File: config.mk
export PLATFORM = sky130hd
export DESIGN_NAME = avalon_mxs_xbar
export DESIGN_NICKNAME = d
export VERILOG_FILES = /design/src/rtl/avalon_mxs_xbar.sv
export SDC_FILE = /design/constraint.sdc
export NUM_CORES = 1
export LEC_CHECK = 0
export CAP_MARGIN = 40
export CORE_AREA = 5 5 200 202
export DETAILED_ROUTE_END_ITERATION = 8
export DIE_AREA = 0 0 205 207
export DONT_BUFFER_PORTS = 1
export REMOVE_ABC_BUFFERS = 1
export SLEW_MARGIN = 20
export SYNTH_ARGS = -nofsm -noshare
export SYNTH_HDL_FRONTEND = slang
export SYNTH_SLANG_ARGS = --single-unit
File: constraint.sdc
create_clock -name clk -period 7.25 [get_ports clk]
set_input_delay 0.725 -clock clk [delete_from_list [all_inputs] [get_ports clk]]
set_output_delay 0.725 -clock clk [all_outputs]
set_load 0.005 [all_outputs]
File: src/rtl/avalon_mxs_xbar.sv
// NM x NS Avalon-MM crossbar: per-slave decode, round-robin arbitration with grant lock, unmapped-address error path.
// Optional macro AVN_XBAR_TIMEOUT_EN adds a per-slave stall watchdog that forces completion with 0xDEAD_BEEF.
module avalon_mxs_xbar #(
  parameter int NM = 3,
  parameter int NS = 2,
  parameter int AW = 32,
  parameter int DW = 32,
  parameter logic [NS*AW-1:0] SLV_BASE = {32'h8000_0000, 32'h0000_0000},
  parameter logic [NS*AW-1:0] SLV_MASK = {32'hF000_0000, 32'hF000_0000},
  parameter int TIMEOUT = 1024
) (
  input  logic                 clk,
  input  logic                 rst_n,
  input  logic [NM-1:0]        m_read,
  input  logic [NM-1:0]        m_write,
  input  logic [NM*AW-1:0]     m_address,
  input  logic [NM*DW/8-1:0]   m_byte_enable,
  input  logic [NM*DW-1:0]     m_writedata,
  output logic [NM*DW-1:0]     m_readdata,
  output logic [NM-1:0]        m_waitrequest,
  output logic [NS-1:0]        s_read,
  output logic [NS-1:0]        s_write,
  output logic [NS*AW-1:0]     s_address,
  output logic [NS*DW/8-1:0]   s_byte_enable,
  output logic [NS*DW-1:0]     s_writedata,
  input  logic [NS*DW-1:0]     s_readdata,
  input  logic [NS-1:0]        s_waitrequest,
  output logic                 decode_err,
  output logic                 timeout_irq
);

  localparam int BW = DW / 8;
  localparam int IW = (NM > 1) ? $clog2(NM) : 1;
  localparam int SW = (NS > 1) ? $clog2(NS) : 1;

  logic [NM-1:0] m_req, m_hit, err_q, err_d;
  logic [SW-1:0] m_sel [NM];
  logic [NS-1:0] busy_q, busy_d, arb_vld, own_rd, own_wr, own_req, xfer_done, tmo_fire;
  logic [IW-1:0] owner_q [NS];
  logic [IW-1:0] owner_d [NS];
  logic [IW-1:0] last_q  [NS];
  logic [IW-1:0] last_d  [NS];
  logic [IW-1:0] arb_win [NS];

  assign m_req = m_read | m_write;

  // Descending scan so the lowest-indexed matching slave is the one left standing.
  always_comb begin
    for (int i = 0; i < NM; i++) begin
      m_hit[i] = 1'b0;
      m_sel[i] = '0;
      for (int j = NS - 1; j >= 0; j--) begin
        if ((m_address[i*AW +: AW] & SLV_MASK[j*AW +: AW]) == SLV_BASE[j*AW +: AW]) begin
          m_hit[i] = 1'b1;
          m_sel[i] = SW'(j);
        end
      end
    end
  end

  always_comb begin
    int idx;
    idx = 0;
    for (int j = 0; j < NS; j++) begin
      arb_vld[j] = 1'b0;
      arb_win[j] = '0;
      for (int k = 1; k <= NM; k++) begin
        idx = (int'(last_q[j]) + k) % NM;
        if (!arb_vld[j] && m_req[idx] && m_hit[idx] && (m_sel[idx] == SW'(j))) begin
          arb_vld[j] = 1'b1;
          arb_win[j] = IW'(idx);
        end
      end
    end
  end

  always_comb begin
    for (int j = 0; j < NS; j++) begin
      own_rd[j]    = m_read[owner_q[j]];
      own_wr[j]    = m_write[owner_q[j]];
      own_req[j]   = own_rd[j] | own_wr[j];
      xfer_done[j] = busy_q[j] & own_req[j] & ~s_waitrequest[j];
    end
  end

`ifdef AVN_XBAR_TIMEOUT_EN
  localparam int CW = $clog2(TIMEOUT + 1);
  logic [CW-1:0] cnt_q [NS];
  logic [CW-1:0] cnt_d [NS];

  always_comb begin
    for (int j = 0; j < NS; j++) begin
      tmo_fire[j] = busy_q[j] && (cnt_q[j] == CW'(TIMEOUT));
      cnt_d[j]    = cnt_q[j];
      if (!busy_q[j])
        cnt_d[j] = '0;
      else if (s_waitrequest[j] && !tmo_fire[j])
        cnt_d[j] = CW'(cnt_q[j] + 1'b1);
    end
  end

  always_ff @(posedge clk or negedge rst_n) begin
    if (!rst_n) begin
      for (int j = 0; j < NS; j++) cnt_q[j] <= '0;
    end else begin
      for (int j = 0; j < NS; j++) cnt_q[j] <= cnt_d[j];
    end
  end

  assign timeout_irq = |tmo_fire;
`else
  assign tmo_fire    = '0;
  assign timeout_irq = 1'b0;
`endif

  // Grant lock: a busy slave ignores new requests until its owner completes or abandons.
  always_comb begin
    for (int j = 0; j < NS; j++) begin
      busy_d[j]  = busy_q[j];
      owner_d[j] = owner_q[j];
      last_d[j]  = last_q[j];
      if (!busy_q[j]) begin
        if (arb_vld[j]) begin
          busy_d[j]  = 1'b1;
          owner_d[j] = arb_win[j];
        end
      end else if (xfer_done[j] || tmo_fire[j]) begin
        busy_d[j] = 1'b0;
        last_d[j] = owner_q[j];
      end else if (!own_req[j]) begin
        busy_d[j] = 1'b0;
      end
    end
    err_d = m_req & ~m_hit & ~err_q;
  end

  always_comb begin
    s_read        = '0;
    s_write       = '0;
    s_address     = '0;
    s_byte_enable = '0;
    s_writedata   = '0;
    m_waitrequest = '1;
    m_readdata    = '0;
    for (int j = 0; j < NS; j++) begin
      if (busy_q[j]) begin
        s_read[j]                   = own_rd[j] & ~own_wr[j] & ~tmo_fire[j];
        s_write[j]                  = own_wr[j] & ~tmo_fire[j];
        s_address[j*AW +: AW]       = m_address[int'(owner_q[j])*AW +: AW];
        s_byte_enable[j*BW +: BW]   = m_byte_enable[int'(owner_q[j])*BW +: BW];
        s_writedata[j*DW +: DW]     = m_writedata[int'(owner_q[j])*DW +: DW];
        m_waitrequest[owner_q[j]]   = tmo_fire[j] ? 1'b0 : s_waitrequest[j];
        m_readdata[int'(owner_q[j])*DW +: DW] = tmo_fire[j] ? DW'(32'hDEAD_BEEF)
                                                            : s_readdata[j*DW +: DW];
      end
    end
    for (int i = 0; i < NM; i++) begin
      if (err_q[i] && m_req[i]) begin
        m_waitrequest[i]        = 1'b0;
        m_readdata[i*DW +: DW]  = '0;
      end
    end
  end

  assign decode_err = |(err_q & m_req);

  always_ff @(posedge clk or negedge rst_n) begin
    if (!rst_n) begin
      busy_q <= '0;
      err_q  <= '0;
      for (int j = 0; j < NS; j++) begin
        owner_q[j] <= '0;
        last_q[j]  <= IW'(NM - 1);
      end
    end else begin
      busy_q <= busy_d;
      err_q  <= err_d;
      for (int j = 0; j < NS; j++) begin
        owner_q[j] <= owner_d[j];
        last_q[j]  <= last_d[j];
      end
    end
  end

endmodule
==> key figures <==
Worst setup path
  • Worst path cell trace: inv_1 > ha_1 > nand3b_1 > a2111oi_4 > buf_4 > a22oi_1 > nor2_1
  • CP max-delay cell: dfrtp_4
  • Critical path class: register to primary output
  • CP peak stage delay: 830 ps
  • Worst Path Required: 6520 ps
  • CP endpoint kind: primary output
  • Cell family with most CP delay: flip-flops
  • CP Max Fanout: 33
  • CP Data Arrival Time: 3050 ps
  • CP bufs+invs: 2
  • Crit start category: register

Timing
  • Slew headroom: 42.2%
  • Unrepaired setup endpoints after global routing: false
  • Setup TNS: 0 ps
  • Layout Skew: 0.654 ps
  • Final Setup Violations: 0
  • Final Hold Fails: 0
  • F_max: 265 MHz
  • Final period util: 52.0%
  • Max Slew Vio Count: 0
  • Worst slew pin tran: 866 ps
  • Tmin final: 3770 ps

Yosys
  • Yosys reg bits: 13
  • Syn Std Cell Area: 6170 µm²
  • Mux contribution to synthesized area: 24.0%
  • Main combinational cell family by area after synthesis: simple AND/OR/NAND/NOR gates
  • Avg Inst Size Synth: 6.33 µm²
  • Xor-xnor portion of the synthesized cell area: 0%
  • Register area share after synthesis: 5.31%
  • Post-synth top area share: 23.8%
  • Synth top area cells: mux2i_1, and2_1, a22oi_1
  • Yosys top cell by area: mux2i_1
  • Yosys synthesis warning count: 0
  • Top FF cell, synth: dfrtp_1
  • Post-synth EDFFs: 0
  • Adder-Cell Fraction of Synth Area: 3.18%
  • Post-synthesis cell count: 975
  • Compound-Gate Fraction of Synth Area: 26.2%
  • Most frequent cell after synthesis: nand2_1
  • Asr flop ratio synth: 100%
  • Distinct cells, synth: 44
  • Simple logic cell fraction of the synthesized area: 33.8%
  • Synth cell count leaders: nand2_1, mux2i_1, o21ai_0

Place
  • IO Port Bufs: 0
  • GPL Wtd Cong: 0.898
  • Post-DP HPWL: 26900 µm
  • DP Cell Count: 1413

Floorplanning
  • Die X: 205 µm
  • Chip height: 207 µm
  • Core area: 38100 µm²
  • Initial Util: 16.2%
  • FP Rows: 72
  • Full die area: 42400 µm²
  • I/O pin cnt: 519

CTS
  • Cts hold-fix bufs: 0
  • Clk sinks: 13
  • Setup Fix Bufs, Post-CTS: 0
  • Worst skew pair latency: 240 ps
  • Total CTS buffers: 3
  • Clk slew on worst S/H paths: 50 ps
  • Clock Path Buffers: 2
  • Clock root cell: clkbuf_16
  • CTS resizes: 0
  • H-Tree Depth: 1
  • CTS tree: built

Global route
  • Most Crowded Layer GR: met2
  • GR Util All Layers: 14.6%
  • Vias in the first global route: 7243
  • Global routing usage on met3: 4.50%
  • Largest net degree at the start of global routing: 79
  • Initial antenna violation count: 0
  • Met2 usage: 25.6%
  • Total global routing overflow: 0
  • First-pass GRT wire length: 48800 µm
  • GRT met1 Usage: 16.8%

Power
  • Pwr Density: 263 nW/µm²
  • Worst IR Drop VDD: 167 µV
  • Leakage: 0.00201 µW

Cells and area
  • Fill cells: 4343
  • Antenna Cells: 0
  • Fraction of layout cells with a size suffix above 1: 5.22%
  • Final net count: 1193
  • Area Growth Syn to Fin: 8.51%
  • Non-filler cells, final: 1418

Outcome
  • Run status: completed

Route
  • Drt total wl: 34100 µm
  • Via Count: 7449
  • Pre-antenna DRT Iters: 8
  • 1st-iter DRT viols: 634
  • Wire per inst: 24.1 µm
  • Routed vias/inst: 5.25
  • DRC Markers: 0
  • Antenna-violating nets left: 0

Flow run
  • Max-cap viol count: 0

Min path
  • Min-delay worst type: input port to asynchronous set/reset pin
## layout by cell type, fill, tap and decap left out, types with 2 or more instances in the layout
cell type,Yosys,routed
nand2_1,153,153
mux2i_1,147,147
o21ai_0,141,141
and2_1,137,137
nor2_1,106,106
a22oi_1,96,96
buf_4,3,17
ha_1,14,14
inv_1,11,11
nor3_1,5,5
a21oi_1,5,5
dfrtp_1,11,5
nand3b_1,4,4
dfrtp_2,0,4
nor2b_2,0,3
and3_1,3,3
a21o_1,3,3
a311oi_1,3,3
clkbuf_16,0,3
nor2b_4,0,2
nand3_1,2,2
nor4b_4,0,2
and3b_1,2,2
nor3_2,2,2
o2bb2ai_1,2,2
nand2b_1,2,2
o21ai_1,2,2
dfstp_2,2,2
dfrtp_4,0,2
## layout make-up
| class | count | area (µm²) | share of cell area, % |
|---|---|---|---|
| flip-flops and latches | 13 | 340 | 5.08 |
| inverters | 11 | 41.3 | 0.616 |
| well taps | 518 | 648 | 9.68 |
| multi-input cells | 854 | 5450 | 81.4 |
| repair buffers | 18 | 139 | 2.07 |
| clock buffers | 4 | 78.8 | 1.18 |
## per-stage QoR
stage	util [%]	hold WS (ps)	cell area (µm²)	power (µW)	setup WS [ps]
6_report	17.6	178	6700	1760	3480
5_1_grt	17.6	165	6700	1920	3300
4_1_cts	17.5	173	6690	1760	3220
3_5_place_dp	17.3	422	6610	1650	3480
3_3_place_gp	17.3	413	6610	1620	3560
2_1_floorplan	-	404	5760	1230	845
## path summary, 6_finish.rpt
| check | depth (start not counted) | end | slack (ps) | from |
|---|---|---|---|---|
| setup / recovery | 7 | m_readdata[82] | 3480 | owner_q[3] |
| hold / removal | 0 | owner_q[2] | 180 | rst_n |
| setup reg to reg | 6 | last_q[3] | 4600 | owner_q[3] |
| hold reg to reg | 1 | err_q[2] | 430 | err_q[2] |
| max in group asynchronous | 0 | last_q[3] | 6900 | rst_n |
| min in group clk | 1 | err_q[2] | 430 | err_q[2] |
## sequential cells by signal (all words and copies together) (netlist names)
register  flops
busy_q        2
owner_q       4
err_q         3
last_q        4
## per-layer routing
layer,share of wire [%],vias to the layer above
li1,-,3239
met2,49,583
met1,36,3567
met3,12,60
met4,3.8,0
met5,0,-
## power breakdown
group          total, µW  leakage [µW]  switching [µW]  internal [µW]
sequential           184      0.000155            80.0            104
combinational       1480       0.00182             945            531
clock                104     0.0000382            29.9           74.1
total               1760       0.00201            1060            709
## worst register-to-register path: stages, from the launching register on
cell and delay, ps:
dfrtp_4 830, buf_4 790, mux2i_1 290, o21ai_0 90, nand2_1 160, a21o_1 190, mux2i_1 220
## cells by family (layout without fill, tap and decap cells)
| group | Yosys count | count (layout) |
|---|---|---|
| other | 1 | 1 |
| muxes | 148 | 148 |
| buffers and inverters | 108 | 33 |
| and+or+nand+nor | 429 | 429 |
| AOI/OAI and AO/OA | 260 | 260 |
| adders and majority gates | 16 | 16 |
| DFF | 13 | 13 |
No activity file was read; power rests on OpenSTA's default activity.
